[src/rtl/program_loader_pkg.sv]
// Shared constants and state type for the byte-stream program loader.
// Frame: SYNC, LEN_LO, LEN_HI, 4*N little-endian data bytes, XOR checksum.
package program_loader_pkg;

  localparam logic [7:0]  SYNC_BYTE_DEFAULT = 8'hA5;
  localparam int unsigned BYTE_W            = 8;
  localparam int unsigned WORD_W            = 32;
  localparam int unsigned LEN_W             = 16;
  localparam int unsigned BYTES_PER_WORD    = WORD_W / BYTE_W;

  typedef enum logic [2:0] {
    ST_IDLE,
    ST_LEN0,
    ST_LEN1,
    ST_DATA,
    ST_WRITE,
    ST_CSUM,
    ST_DONE,
    ST_ERROR
  } state_t;

endpackage

[src/rtl/program_loader_if.sv]
// Byte receive handshake plus program-memory write port of the loader.
// slave = loader side, master = byte source / memory side.
interface program_loader_if #(
  parameter int unsigned ADDR_WIDTH = 8
);
  import program_loader_pkg::*;

  logic                  rx_valid;
  logic [BYTE_W-1:0]     rx_data;
  logic                  rx_ready;
  logic                  mem_we;
  logic [ADDR_WIDTH-1:0] mem_addr;
  logic [WORD_W-1:0]     mem_wdata;
  logic                  mem_ready;

  modport master (
    output rx_valid, rx_data, mem_ready,
    input  rx_ready, mem_we, mem_addr, mem_wdata
  );

  modport slave (
    input  rx_valid, rx_data, mem_ready,
    output rx_ready, mem_we, mem_addr, mem_wdata
  );

endinterface

[src/rtl/program_loader_word_assembler.sv]
// Shifts data bytes into a 32-bit little-endian word and keeps the running
// XOR checksum of every data byte since the last clear.
module word_assembler
  import program_loader_pkg::*;
(
  input  logic              clk,
  input  logic              reset,
  input  logic              clear,
  input  logic              shift,
  input  logic [BYTE_W-1:0] data,
  output logic [WORD_W-1:0] word,
  output logic [BYTE_W-1:0] csum,
  output logic              last
);

  logic [1:0] count;

  always_ff @(posedge clk) begin
    if (reset || clear) begin
      word  <= '0;
      csum  <= '0;
      count <= '0;
    end else if (shift) begin
      // First byte of a word ends up in bits 7:0 after four shifts.
      word  <= {data, word[WORD_W-1:BYTE_W]};
      csum  <= csum ^ data;
      count <= count + 2'd1;
    end
  end

  // High while the byte being shifted in completes the current word.
  assign last = (count == 2'(BYTES_PER_WORD - 1));

endmodule

[src/rtl/program_loader.sv]
// Program loader: parses framed byte stream, writes words to program memory
// and holds the CPU in reset until a checksum-verified frame has landed.
module program_loader
  import program_loader_pkg::*;
#(
  parameter int unsigned ADDR_WIDTH = 8,
  parameter logic [7:0]  SYNC_BYTE  = SYNC_BYTE_DEFAULT
)(
  input  logic             clk,
  input  logic             reset,
  program_loader_if.slave  bus,
  output logic             cpu_reset,
  output logic             done,
  output logic             error
);

  localparam int unsigned IDX_W = ADDR_WIDTH + 1;
  localparam logic [31:0] DEPTH = 32'd1 << ADDR_WIDTH;

  state_t             state_q, state_d;
  logic [LEN_W-1:0]   len_q;
  logic [IDX_W-1:0]   idx_q;
  logic               rx_ready_q;
  logic               mem_we_q;

  logic               accept;
  logic               is_sync;
  logic [LEN_W-1:0]   frame_len;
  logic               len_lo_load;
  logic               len_hi_load;
  logic               write_done;
  logic               last_word;
  logic               asm_clear;
  logic               asm_shift;
  logic [WORD_W-1:0]  asm_word;
  logic [BYTE_W-1:0]  asm_csum;
  logic               asm_last;

  word_assembler u_asm (
    .clk   (clk),
    .reset (reset),
    .clear (asm_clear),
    .shift (asm_shift),
    .data  (bus.rx_data),
    .word  (asm_word),
    .csum  (asm_csum),
    .last  (asm_last)
  );

  assign accept     = bus.rx_valid && rx_ready_q;
  assign is_sync    = accept && (bus.rx_data == SYNC_BYTE);
  assign frame_len  = {bus.rx_data, len_q[7:0]};
  assign write_done = mem_we_q && bus.mem_ready;
  assign last_word  = (32'(idx_q) + 32'd1) == 32'(len_q);

  always_comb begin
    state_d     = state_q;
    asm_clear   = 1'b0;
    asm_shift   = 1'b0;
    len_lo_load = 1'b0;
    len_hi_load = 1'b0;
    case (state_q)
      ST_IDLE, ST_DONE, ST_ERROR: begin
        if (is_sync) begin
          state_d   = ST_LEN0;
          asm_clear = 1'b1;
        end
      end
      ST_LEN0: begin
        if (accept) begin
          state_d     = ST_LEN1;
          len_lo_load = 1'b1;
        end
      end
      ST_LEN1: begin
        if (accept) begin
          len_hi_load = 1'b1;
          if (frame_len == '0 || 32'(frame_len) > DEPTH) state_d = ST_ERROR;
          else                                           state_d = ST_DATA;
        end
      end
      ST_DATA: begin
        if (accept) begin
          asm_shift = 1'b1;
          if (asm_last) state_d = ST_WRITE;
        end
      end
      ST_WRITE: begin
        if (write_done) state_d = last_word ? ST_CSUM : ST_DATA;
      end
      ST_CSUM: begin
        if (accept) state_d = (bus.rx_data == asm_csum) ? ST_DONE : ST_ERROR;
      end
      default: state_d = ST_IDLE;
    endcase
  end

  // Outputs are registered from the next state so they line up with it.
  always_ff @(posedge clk) begin
    if (reset) begin
      state_q    <= ST_IDLE;
      len_q      <= '0;
      idx_q      <= '0;
      rx_ready_q <= 1'b0;
      mem_we_q   <= 1'b0;
      cpu_reset  <= 1'b1;
      done       <= 1'b0;
      error      <= 1'b0;
    end else begin
      state_q    <= state_d;
      rx_ready_q <= (state_d != ST_WRITE);
      mem_we_q   <= (state_d == ST_WRITE);
      cpu_reset  <= (state_d != ST_DONE);
      done       <= (state_d == ST_DONE);
      error      <= (state_d == ST_ERROR);
      if (len_lo_load) len_q[7:0]  <= bus.rx_data;
      if (len_hi_load) len_q[15:8] <= bus.rx_data;
      if (asm_clear)       idx_q <= '0;
      else if (write_done) idx_q <= idx_q + IDX_W'(1);
    end
  end

  assign bus.rx_ready  = rx_ready_q;
  assign bus.mem_we    = mem_we_q;
  assign bus.mem_addr  = idx_q[ADDR_WIDTH-1:0];
  assign bus.mem_wdata = asm_word;

endmodule
[src/flat_wrapper.sv]
// flat-port wrapper written by rule: the top's interface ports become plain ports
module program_loader_flat import program_loader_pkg::*;
#(
  parameter int unsigned ADDR_WIDTH = 8,
  parameter logic [7:0]  SYNC_BYTE  = SYNC_BYTE_DEFAULT
)
  (clk, reset, cpu_reset, done, error, bus_rx_valid, bus_rx_data, bus_mem_ready, bus_rx_ready, bus_mem_we, bus_mem_addr, bus_mem_wdata);
  program_loader_if #(.ADDR_WIDTH(ADDR_WIDTH)) bus_i ();
  input  logic clk;
  input  logic reset;
  output logic cpu_reset;
  output logic done;
  output logic error;
  input wire logic [$bits(bus_i.rx_valid)-1:0] bus_rx_valid;
  input wire logic [$bits(bus_i.rx_data)-1:0] bus_rx_data;
  input wire logic [$bits(bus_i.mem_ready)-1:0] bus_mem_ready;
  output wire logic [$bits(bus_i.rx_ready)-1:0] bus_rx_ready;
  output wire logic [$bits(bus_i.mem_we)-1:0] bus_mem_we;
  output wire logic [$bits(bus_i.mem_addr)-1:0] bus_mem_addr;
  output wire logic [$bits(bus_i.mem_wdata)-1:0] bus_mem_wdata;
  assign bus_i.rx_valid = bus_rx_valid;
  assign bus_i.rx_data = bus_rx_data;
  assign bus_i.mem_ready = bus_mem_ready;
  assign bus_rx_ready = bus_i.rx_ready;
  assign bus_mem_we = bus_i.mem_we;
  assign bus_mem_addr = bus_i.mem_addr;
  assign bus_mem_wdata = bus_i.mem_wdata;
  program_loader #(.ADDR_WIDTH(ADDR_WIDTH), .SYNC_BYTE(SYNC_BYTE)) u_core (.clk(clk), .reset(reset), .bus(bus_i), .cpu_reset(cpu_reset), .done(done), .error(error));
endmodule
[config.mk]
export PLATFORM = sky130hd
export DESIGN_NAME = program_loader_flat
export DESIGN_NICKNAME = d
export VERILOG_FILES = /design/src/rtl/program_loader_pkg.sv /design/src/rtl/program_loader_if.sv /design/src/rtl/program_loader_word_assembler.sv /design/src/rtl/program_loader.sv /design/src/flat_wrapper.sv
export SDC_FILE = /design/constraint.sdc
export NUM_CORES = 1
export LEC_CHECK = 0
export ABC_AREA = 1
export CAP_MARGIN = 20
export CORE_UTILIZATION = 40
export CTS_CLUSTER_DIAMETER = 60
export CTS_CLUSTER_SIZE = 25
export DETAILED_ROUTE_END_ITERATION = 8
export PLACE_DENSITY = 0.59
export SYNTH_ARGS = -nofsm -noshare
export SYNTH_HDL_FRONTEND = slang
export SYNTH_SLANG_ARGS = --single-unit
export TNS_END_PERCENT = 30
[constraint.sdc]
create_clock -name clk -period 3 [get_ports clk]
set_input_delay 0.45 -clock clk [delete_from_list [all_inputs] [get_ports clk]]
set_output_delay 0.45 -clock clk [all_outputs]
set_load 0.01 [all_outputs]
==> metrics.cfg, run 1 <==
[timing]
slew_violations = 0
worst_slew_pin_slew_ns = 0.486
finalCritPeriodShare_pct = 72.3
worst_clock_skew_ns = 0.00928
maxSlewHeadroom_pct = 67.4
fin_crit_ns = 2.17
setup_viol = 0
rsz0062_at_grt = no
fmax_mhz = 461
tns_ns = 0
hold-worst-slack_ns = 0.464
final-hold-violation-count = 0

[synthesis]
synth_area_leaders = dfxtp_1 (44%), nand2_1 (17%), a21oi_1 (9.0%), nor2_1 (5.1%), inv_1 (5.0%)
syn_avg_cell_area_um2 = 6.86
ys_seq_elements = 75
ys_seq_area_share_pct = 44.3
syn-instance-count = 494
synth_largest_area_cell = dfxtp_1
netlist_area_um2 = 3390
yosys_warnings = 0
ys_types = 28
synth_fp_nets = 508
synth_top_area_share_pct = 44.3

[cts]
numCtsBuffers = 9
clock_path_buffers = 2
cts-root-buf = clkbuf_8
hold_buffers = 0
tritoncts = yes
postCtsSetupBuffers = 0
clkTransAtPathRegs_ns = 0.08
htreeDepth = 3
cts_resized = 0
clock_latency_ns = 0.35
clock-sinks = 75

[detailed_routing]
first_pass_iters = 4
antenna_left = 0
drt_iter0_markers = 177
drt_wl_total_mm = 8.13
vias = 3233
wl_per_cell_um = 12.4
drc = 0
viasPerCell = 4.94

[floorplanning]
floorplan.initialDensity_pct = 41.3
ios = 57
die_h_um = 94.1
core_area_um2 = 8220
die_w_um = 94.1
dieArea_um2 = 8850
core.rowCount = 33

[placement]
port_buffers = 56
hpwl_mm = 5.79
gp_congestion = 0.868

[pwr]
pwr-share-seq_pct = 45.6
p_sw_share_pct = 28.8
switching_power_uw = 681
fin_total_pwr_mw = 2.36
leakagePower_nw = 1.61
combPwrFrac_pct = 17.0
p_clk_share_pct = 37.3
ir_worst_vdd_uv = 304
powerDensity_nw_per_um2 = 555
intPower_mw = 1.68

[critical_path]
worst-r2r-cell-count = 16
setup.worst_path.end_class = register
path_max_fanout = 6
cp.required_ns = 3.26
crit_path_start_kind = register
crit_type = reg2reg
arrival_ns = 2.42

[grt]
grt_max_degree = 39
antenna_found_initial = 0
grt.total_usage_pct = 19.9
grt_overflow_total = 0
grt_pass1_wl_mm = 13.8
grt_pass1_vias = 2982

[outcome]
outcome = completed

[final_layout]
area_delta_synth_final_pct = 25.5
final_net_count = 558
final_core_util_pct = 51.8
diodes = 0
drive_gt1_share_pct = 5.83

[hold_path]
min_path_cells = 2
hp-class = reg2reg

[job]
cap_violations = 0

[critical path, stage by stage (launching register included)]
cell and delay (ns):
dfxtp_1 0.43, ha_1 0.26, nand2_2 0.10, nor2_1 0.22, nand2_1 0.10, nand2_1 0.09
nand3_1 0.07, nand2_1 0.06, nand2_1 0.05, nor2_1 0.09, nand2_1 0.05, nand2_1 0.08
nand2_1 0.08, nand2_1 0.08, nand3b_1 0.13, nor2_2 0.14, inv_1 0.04
[cells in the mapped netlist]
| master | number |
|---|---|
| nand2_1 | 151 |
| dfxtp_1 | 75 |
| a21oi_1 | 61 |
| nor2_1 | 46 |
| inv_1 | 45 |
| nand3_1 | 27 |
| o21ai_0 | 23 |
| clkbuf_1 | 10 |
| buf_4 | 8 |
| nor3_1 | 6 |
| xor2_1 | 6 |
| buf_1 | 5 |
| a31oi_1 | 4 |
| nand4_1 | 4 |
| nor2_2 | 4 |
| xnor2_1 | 3 |
| a211oi_1 | 2 |
| ha_1 | 2 |
| nand3b_1 | 2 |
| nor4_1 | 2 |
| buf_2 | 1 |
| clkinv_1 | 1 |
| nand2_2 | 1 |
| nand3_2 | 1 |
| nor2_4 | 1 |
| o21a_1 | 1 |
| or2_0 | 1 |
| or2_2 | 1 |
[power groups by stage]
stage	Clock (mW)	Combinational (mW)	Sequential (mW)
2_1_floorplan	0	0.275	1.10
3_3_place_gp	0	0.398	1.10
3_5_place_dp	0	0.401	1.10
4_1_cts	0.901	0.403	1.08
5_1_grt	0.936	0.454	1.08
6_report	0.882	0.402	1.08
[cell type report]
type,instances,area (µm²)
repair buffers,63,626
multi-input cells,349,1600
fillers,851,3960
clock inverters,6,88.8
clock buffers,10,138
flip-flops and latches,75,1500
inverters,46,173
well taps,105,131
[kinds of logic (layout without fill, tap and decap cells)]
logic type / after synthesis / count (layout) / synth area share, %
flip-flops: 75 / 75 / 44.3
XOR/XNOR: 9 / 9 / 2.33
AND/OR/NAND/NOR: 247 / 247 / 30.2
buffers and inverters: 70 / 125 / 8.67
adder cells (fa/ha/maj): 2 / 2 / 0.738
AO/OA/AOI/OAI: 91 / 91 / 13.8
[routing by layer]
| layer | vias up | global-route usage [%] | part of all wire, % |
|---|---|---|---|
| met5 | - | 0 | 0 |
| met4 | 0 | 7.44 | 1.2 |
| met3 | 12 | 3.80 | 4.1 |
| met2 | 75 | 31.9 | 46 |
| met1 | 1475 | 26.3 | 48 |
| li1 | 1671 | - | - |
[registers in the layout, indices dropped and copies added, names as in the netlist]
register             count
u_core.len_q            16
u_core.done              1
u_core.error             1
u_core.cpu_reset         1
u_core.u_asm.csum        8
u_core.state_q           3
u_core.bus.mem_we        1
u_core.idx_q             9
u_core.u_asm.word       32
u_core.u_asm.count       2
u_core.bus.rx_ready      1
[stage by stage]
| stage | setup WS (ns) | cell area [µm²] | cells |
|---|---|---|---|
| after global placement | 0.658 | 4030 | 638 |
| after detailed placement | 0.642 | 4030 | 638 |
| after CTS | 0.812 | 4250 | 654 |
| after floorplan | 1.18 | 3390 | 494 |
| final | 0.832 | 4250 | 654 |
| after global routing | 0.561 | 4250 | 654 |
[worst paths after layout]
| path | to | slack [ns] | start |
|---|---|---|---|
| setup reg to reg | u_core.cpu_reset$_SDFF_PP1_ | 0.83 | u_core.idx_q[0]$_SDFFE_PP0P_ |
| hold / removal | u_core.u_asm.word[5]$_SDFFE_PP0P_ | 0.46 | u_core.u_asm.word[5]$_SDFFE_PP0P_ |
| hold reg to reg | u_core.u_asm.word[5]$_SDFFE_PP0P_ | 0.46 | u_core.u_asm.word[5]$_SDFFE_PP0P_ |
| setup / recovery | u_core.cpu_reset$_SDFF_PP1_ | 0.83 | u_core.idx_q[0]$_SDFFE_PP0P_ |
[layout by cell type (no fill, tap or decap), drive strengths merged]
cell	n
nand2	152
dfxtp	75
a21oi	61
clkdlybuf4s50	56
nor2	51
inv	45
nand3	28
o21ai	23
clkbuf	10
buf	7
xor2	6
nor3	6
nand4	4
a31oi	4
xnor2	3
clkinv	3
nand3b	2
nor4	2
a211oi	2
ha	2
bufinv	2
clkinvlp	2
or2	2
o21a	1
No activity file was read; power rests on OpenSTA's default activity.
==> run 2, diff against run 1 <==
--- a/config.mk
+++ b/config.mk
@@ -11,7 +11,7 @@
 export CTS_CLUSTER_DIAMETER = 60
 export CTS_CLUSTER_SIZE = 25
 export DETAILED_ROUTE_END_ITERATION = 8
-export PLACE_DENSITY = 0.59
+export PLACE_DENSITY = 0.61
 export SYNTH_ARGS = -nofsm -noshare
 export SYNTH_HDL_FRONTEND = slang
 export SYNTH_SLANG_ARGS = --single-unit
==> constraint.sdc (replaced) <==
create_clock -name clk -period 1.98 [get_ports clk]
set_input_delay 0.297 -clock clk [delete_from_list [all_inputs] [get_ports clk]]
set_output_delay 0.297 -clock clk [all_outputs]
set_load 0.01 [all_outputs]
==> metrics.cfg, run 2 (synthesis results as in run 1) <==
[hold_path]
hp-class = reg2reg
min_path_cells = 2
worst_hold_path.endpoint = u_core.u_asm.word[6]$_SDFFE_PP0P_
hp-start = u_core.u_asm.word[6]$_SDFFE_PP0P_

[outcome]
outcome = completed

[final_layout]
fill_cells = 827
layout_commonest_cell = nand2_1
multi_input_area_um2 = 1670
fin_area_um2 = 4530
layout_common_cells = nand2_1 (144), dfxtp_1 (70), a21oi_1 (61), clkdlybuf4s50_1 (56), inv_1 (44)
drive_gt1_share_pct = 12.9
area_delta_synth_final_pct = 33.7
diodes = 0
largest_register = u_core.u_asm.word
seq_area_um2 = 1510
reg.largest.list = u_core.u_asm.word x32, u_core.len_q x16, u_core.idx_q x9
final_net_count = 581
fin_cells = 677
largest_reg_flops = 32
final_core_util_pct = 55.2

[critical_path]
arrival_ns = 2.14
slowest_delay_ns = 0.47
cp.required_ns = 2.22
crit_type = reg2reg
path_max_fanout = 8
path_cells = nand2_4 > nor2_4 > nand2_2 > nand3_2 > nand2_1 > nor2_1 > nand2_1 > nor2_1 > nand2_1 > nand2_2 > nand2_2 > nand2_2 > nand3b_1 > nor2_1 > nor2_1
r2r-start = u_core.idx_q[2]$_SDFFE_PP0P_
setup.worst_path.end_class = register
critPathSlowestCell = dfxtp_2
crit_path_start_kind = register
cp_num_buf_inv = 0
worst-r2r-cell-count = 15
r2r_setup_slack_ns = 0.08
cp_top_family = simple AND/OR/NAND/NOR gates
rr_endpoint = u_core.bus.rx_ready$_SDFF_PP0_

[detailed_routing]
viasPerCell = 4.81
vias = 3254
drc = 0
drt_wl_total_mm = 8.22
first_pass_iters = 4
drt_iter0_markers = 160
wl_per_cell_um = 12.1
antenna_left = 0

[grt]
grt_pass1_vias = 2925
grt_overflow_total = 0
antenna_found_initial = 0
grt_max_degree = 44
grt.total_usage_pct = 19.3
grt_pass1_wl_mm = 13.4

[placement]
gp_congestion = 0.896
dp.cells = 661
pre_cts_ws_ns = -0.0337
hpwl_mm = 5.94
postPlaceCellArea_um2 = 4240
port_buffers = 56

[timing]
worst_clock_skew_ns = 0.00762
finalCritPeriodShare_pct = 95.9
hold-worst-slack_ns = 0.466
final-hold-violation-count = 0
tns_ns = 0
setup_viol = 0
slew_violations = 0
fmax_mhz = 527
worst_slew_pin_slew_ns = 0.328
fin_crit_ns = 1.90
rsz0062_at_grt = yes
maxSlewHeadroom_pct = 77.9
layout_setup_ws_ns = 0.0818

[pwr]
leakagePower_nw = 1.75
ir_worst_vdd_uv = 360
fin_total_pwr_mw = 3.58
powerDensity_nw_per_um2 = 789

[cts]
clock_path_buffers = 2
clock_latency_ns = 0.35
clkTransAtPathRegs_ns = 0.09
tritoncts = yes
numCtsBuffers = 9
cts-root-buf = clkbuf_8
htreeDepth = 3
hold_buffers = 0
postCtsSetupBuffers = 0
clock-sinks = 75

[floorplanning]
core_area_um2 = 8220
die_w_um = 94.1
core.rowCount = 33
floorplan.initialDensity_pct = 41.3
dieArea_um2 = 8850
die_h_um = 94.1
ios = 57

[job]
cap_violations = 0

run 2: changes by cell type in the layout (fill, tap and decap cells not counted), moves of 3 or more:
cell,delta
buf_4,+18
nand3_1,-3
dfxtp_1,-5
buf_12,+3
dfxtp_2,+5
nand2_2,+6
nand2_1,-7
run 2: final cells by class:
cell class | instances | area share [%]
Clock buffer | 10 | 3.04
Clock inverter | 6 | 1.57
Inverter | 46 | 3.81
Multi-Input combinational cell | 349 | 36.8
Sequential cell | 75 | 33.3
Tap cell | 105 | 2.90
Timing Repair Buffer | 86 | 18.6
run 2: layer usage:
| metal | vias to the layer above | routed length, µm | GRT usage [%] |
|---|---|---|---|
| met2 | 54 | 3810 | 31.0 |
| met3 | 10 | 298 | 3.80 |
| met5 | - | 0 | 0 |
| li1 | 1727 | - | - |
| met4 | 0 | 103 | 7.31 |
| met1 | 1463 | 4020 | 25.4 |
run 2: timing repair:
item | in CTS | in global routing
setup endpoints to repair | 2 | 7
gates resized for setup | 3 | 23
pin swaps | 1 | 9
run 2: tightest hold or removal path, stage by stage (launching register included):
cell and delay, ns:
dfxtp_1 0.32, nand2_1 0.06, a21oi_1 0.05
run 2: where the power goes:
part | total [mW] | switching, mW | leakage, nW | internal, mW
Clock | 1.23 | 0.605 | 0.105 | 0.630
Sequential | 1.63 | 0.0518 | 0.607 | 1.57
Combinational | 0.717 | 0.411 | 1.04 | 0.306
run 2: worst max-delay path by stage:
stage,start,to,slack [ns],cells past startpoint
after floorplan,u_core.idx_q[0]$_SDFFE_PP0P_,u_core.cpu_reset$_SDFF_PP1_,0.16,16
after global placement,bus_rx_data[1],u_core.cpu_reset$_SDFF_PP1_,-0.01,9
after detailed placement,bus_rx_valid,u_core.cpu_reset$_SDFF_PP1_,-0.03,9
after CTS,u_core.idx_q[2]$_SDFFE_PP0P_,u_core.cpu_reset$_SDFF_PP1_,0.02,15
after global routing,u_core.idx_q[1]$_SDFFE_PP0P_,u_core.bus.rx_ready$_SDFF_PP0_,-0.10,16
final,u_core.idx_q[2]$_SDFFE_PP0P_,u_core.bus.rx_ready$_SDFF_PP0_,0.08,15
==> run 3, diff against run 2 <==
--- a/config.mk
+++ b/config.mk
@@ -7,11 +7,14 @@
 export LEC_CHECK = 0
 export ABC_AREA = 1
 export CAP_MARGIN = 20
-export CORE_UTILIZATION = 40
+export CELL_PAD_IN_SITES_DETAIL_PLACEMENT = 1
+export CELL_PAD_IN_SITES_GLOBAL_PLACEMENT = 1
+export CORE_UTILIZATION = 34
 export CTS_CLUSTER_DIAMETER = 60
 export CTS_CLUSTER_SIZE = 25
 export DETAILED_ROUTE_END_ITERATION = 8
-export PLACE_DENSITY = 0.61
+export GPL_TIMING_DRIVEN = 1
+export PLACE_DENSITY = 0.72
 export SYNTH_ARGS = -nofsm -noshare
 export SYNTH_HDL_FRONTEND = slang
 export SYNTH_SLANG_ARGS = --single-unit
==> metrics.cfg, run 3 (synthesis results as in run 1) <==
[floorplanning]
dieArea_um2 = 10400
core_area_um2 = 9730
die_h_um = 102
core.rowCount = 36
floorplan.initialDensity_pct = 34.8
ios = 57
die_w_um = 102

[placement]
port_buffers = 56
dp.cells = 690
pre_cts_ws_ns = -0.131
postPlaceCellArea_um2 = 4260
gp_congestion = 0.843
hpwl_mm = 7.05

[final_layout]
fin_area_um2 = 4540
final_core_util_pct = 46.7
largest_reg_flops = 32
fill_cells = 1273
layout_commonest_cell = nand2_1
fin_cells = 709
drive_gt1_share_pct = 13.0
largest_register = u_core.u_asm.word
area_delta_synth_final_pct = 34.1
reg.largest.list = u_core.u_asm.word x32, u_core.len_q x16, u_core.idx_q x9
diodes = 0
seq_area_um2 = 1510
multi_input_area_um2 = 1640
layout_common_cells = nand2_1 (147), dfxtp_1 (70), a21oi_1 (61), clkdlybuf4s50_1 (56), inv_1 (43)
final_net_count = 585

[cts]
tritoncts = yes
hold_buffers = 0
clock_latency_ns = 0.35
clock_path_buffers = 2
cts-root-buf = clkbuf_8
htreeDepth = 3
numCtsBuffers = 9
clock-sinks = 75
clkTransAtPathRegs_ns = 0.08

[critical_path]
cpMostUsedCell = nand2_1
slowest_delay_ns = 0.36
crit_type = reg2reg
path_max_fanout = 5
rr_endpoint = u_core.cpu_reset$_SDFF_PP1_
critPathSlowestCell = dfxtp_2
setup.worst_path.end_class = register
cp-startpoint = u_core.idx_q[0]$_SDFFE_PP0P_
r2r-start = u_core.idx_q[0]$_SDFFE_PP0P_
r2r_setup_slack_ns = 0.08
arrival_ns = 2.15
crit_path_start_kind = register
worst-r2r-cell-count = 16
cp.required_ns = 2.23
endpoint = u_core.cpu_reset$_SDFF_PP1_
path_cells = buf_4 > inv_2 > nor2_4 > nand2_2 > nand3_1 > nand2_1 > nor2_1 > nand2_1 > nor2_2 > nand2_1 > nand2_2 > nand2_1 > nand2_2 > nand3b_1 > nor2_2 > inv_1

[detailed_routing]
viasPerCell = 4.71
drt_iter0_markers = 106
drt_wl_total_mm = 9.34
drc = 0
wl_per_cell_um = 13.2
antenna_left = 0
vias = 3340
first_pass_iters = 4

[pwr]
p_clk_share_pct = 35.5
intPower_mw = 2.59
combPwrFrac_pct = 19.9
powerDensity_nw_per_um2 = 804
ir_worst_vdd_uv = 498
p_sw_share_pct = 29.1
pwr-share-seq_pct = 44.6
fin_total_pwr_mw = 3.65
switching_power_mw = 1.06
leakagePower_nw = 1.75

[timing]
finalCritPeriodShare_pct = 95.9
tns_ns = 0
slew_violations = 0
maxSlewHeadroom_pct = 76.0
fmax_mhz = 526
layout_setup_ws_ns = 0.0803
final-hold-violation-count = 0
worst_slew_pin_slew_ns = 0.357
rsz0062_at_grt = yes
setup_viol = 0
worst_clock_skew_ns = 0.0104
fin_crit_ns = 1.90
hold-worst-slack_ns = 0.467

[hold_path]
hp-class = reg2reg

[grt]
grt.total_usage_pct = 19.6
grt_pass1_wl_mm = 15.8
grt_pass1_vias = 3301
antenna_found_initial = 0
grt_max_degree = 44
grt_overflow_total = 0

[job]
cap_violations = 0

[outcome]
outcome = completed

-- run 3: cell types whose count changed in the layout (fill, tap and decap cells not counted), moves of 2 or more --
cell     previous run  this run
buf_6               2         0
buf_4              24        32
nor2_2              5         7
buf_12              4         2
nand2_1           144       147
nand2_2             7         5
-- run 3: repair_timing --
item	CTS	global route
pin swaps	5	7
setup endpoints to repair	6	7
buffers inserted	1	2
gates resized for setup	10	9
-- run 3: power groups by stage --
| stage | registers, mW | clock network [mW] | logic, mW |
|---|---|---|---|
| 6_report | 1.63 | 1.30 | 0.727 |
| 3_5_place_dp | 1.66 | 0 | 0.714 |
| 2_1_floorplan | 1.66 | 0 | 0.417 |
| 3_3_place_gp | 1.66 | 0 | 0.697 |
| 4_1_cts | 1.63 | 1.34 | 0.721 |
| 5_1_grt | 1.64 | 1.42 | 0.828 |
-- run 3: cell type report --
type	count	area share [%]
sequential	75	33.2
inverter	46	3.80
clock inverter	6	1.93
clock buffer	10	2.81
multi-input combinational	349	36.1
timing repair buffer	90	18.5
tap	133	3.66
-- run 3: per-layer routing --
metal  part of all wire (%)  track usage [%]  vias up
met3                    2.7             3.49        9
met4                    1.7             7.91        0
met2                     48             31.8       32
li1                       -                -     1732
met1                     48             25.8     1567
met5                      0                0        -
-- run 3: worst max-delay path, delay by kind of cell (launching register included) --
kind | cells | cell delay, ns
simple gates | 13 | 1.20
flops | 1 | 0.36
buf+inv | 3 | 0.24
-- run 3: how the worst min path moves through the flow --
stage	start	end	cells past startpoint
4_1_cts	u_core.u_asm.word[4]$_SDFFE_PP0P_	u_core.u_asm.word[4]$_SDFFE_PP0P_	2
3_3_place_gp	u_core.u_asm.word[1]$_SDFFE_PP0P_	u_core.u_asm.word[1]$_SDFFE_PP0P_	2
6_report	u_core.u_asm.word[4]$_SDFFE_PP0P_	u_core.u_asm.word[4]$_SDFFE_PP0P_	2
5_1_grt	u_core.u_asm.word[4]$_SDFFE_PP0P_	u_core.u_asm.word[4]$_SDFFE_PP0P_	2
3_5_place_dp	u_core.u_asm.word[4]$_SDFFE_PP0P_	u_core.u_asm.word[4]$_SDFFE_PP0P_	2
2_1_floorplan	reset	u_core.bus.rx_ready$_SDFF_PP0_	1
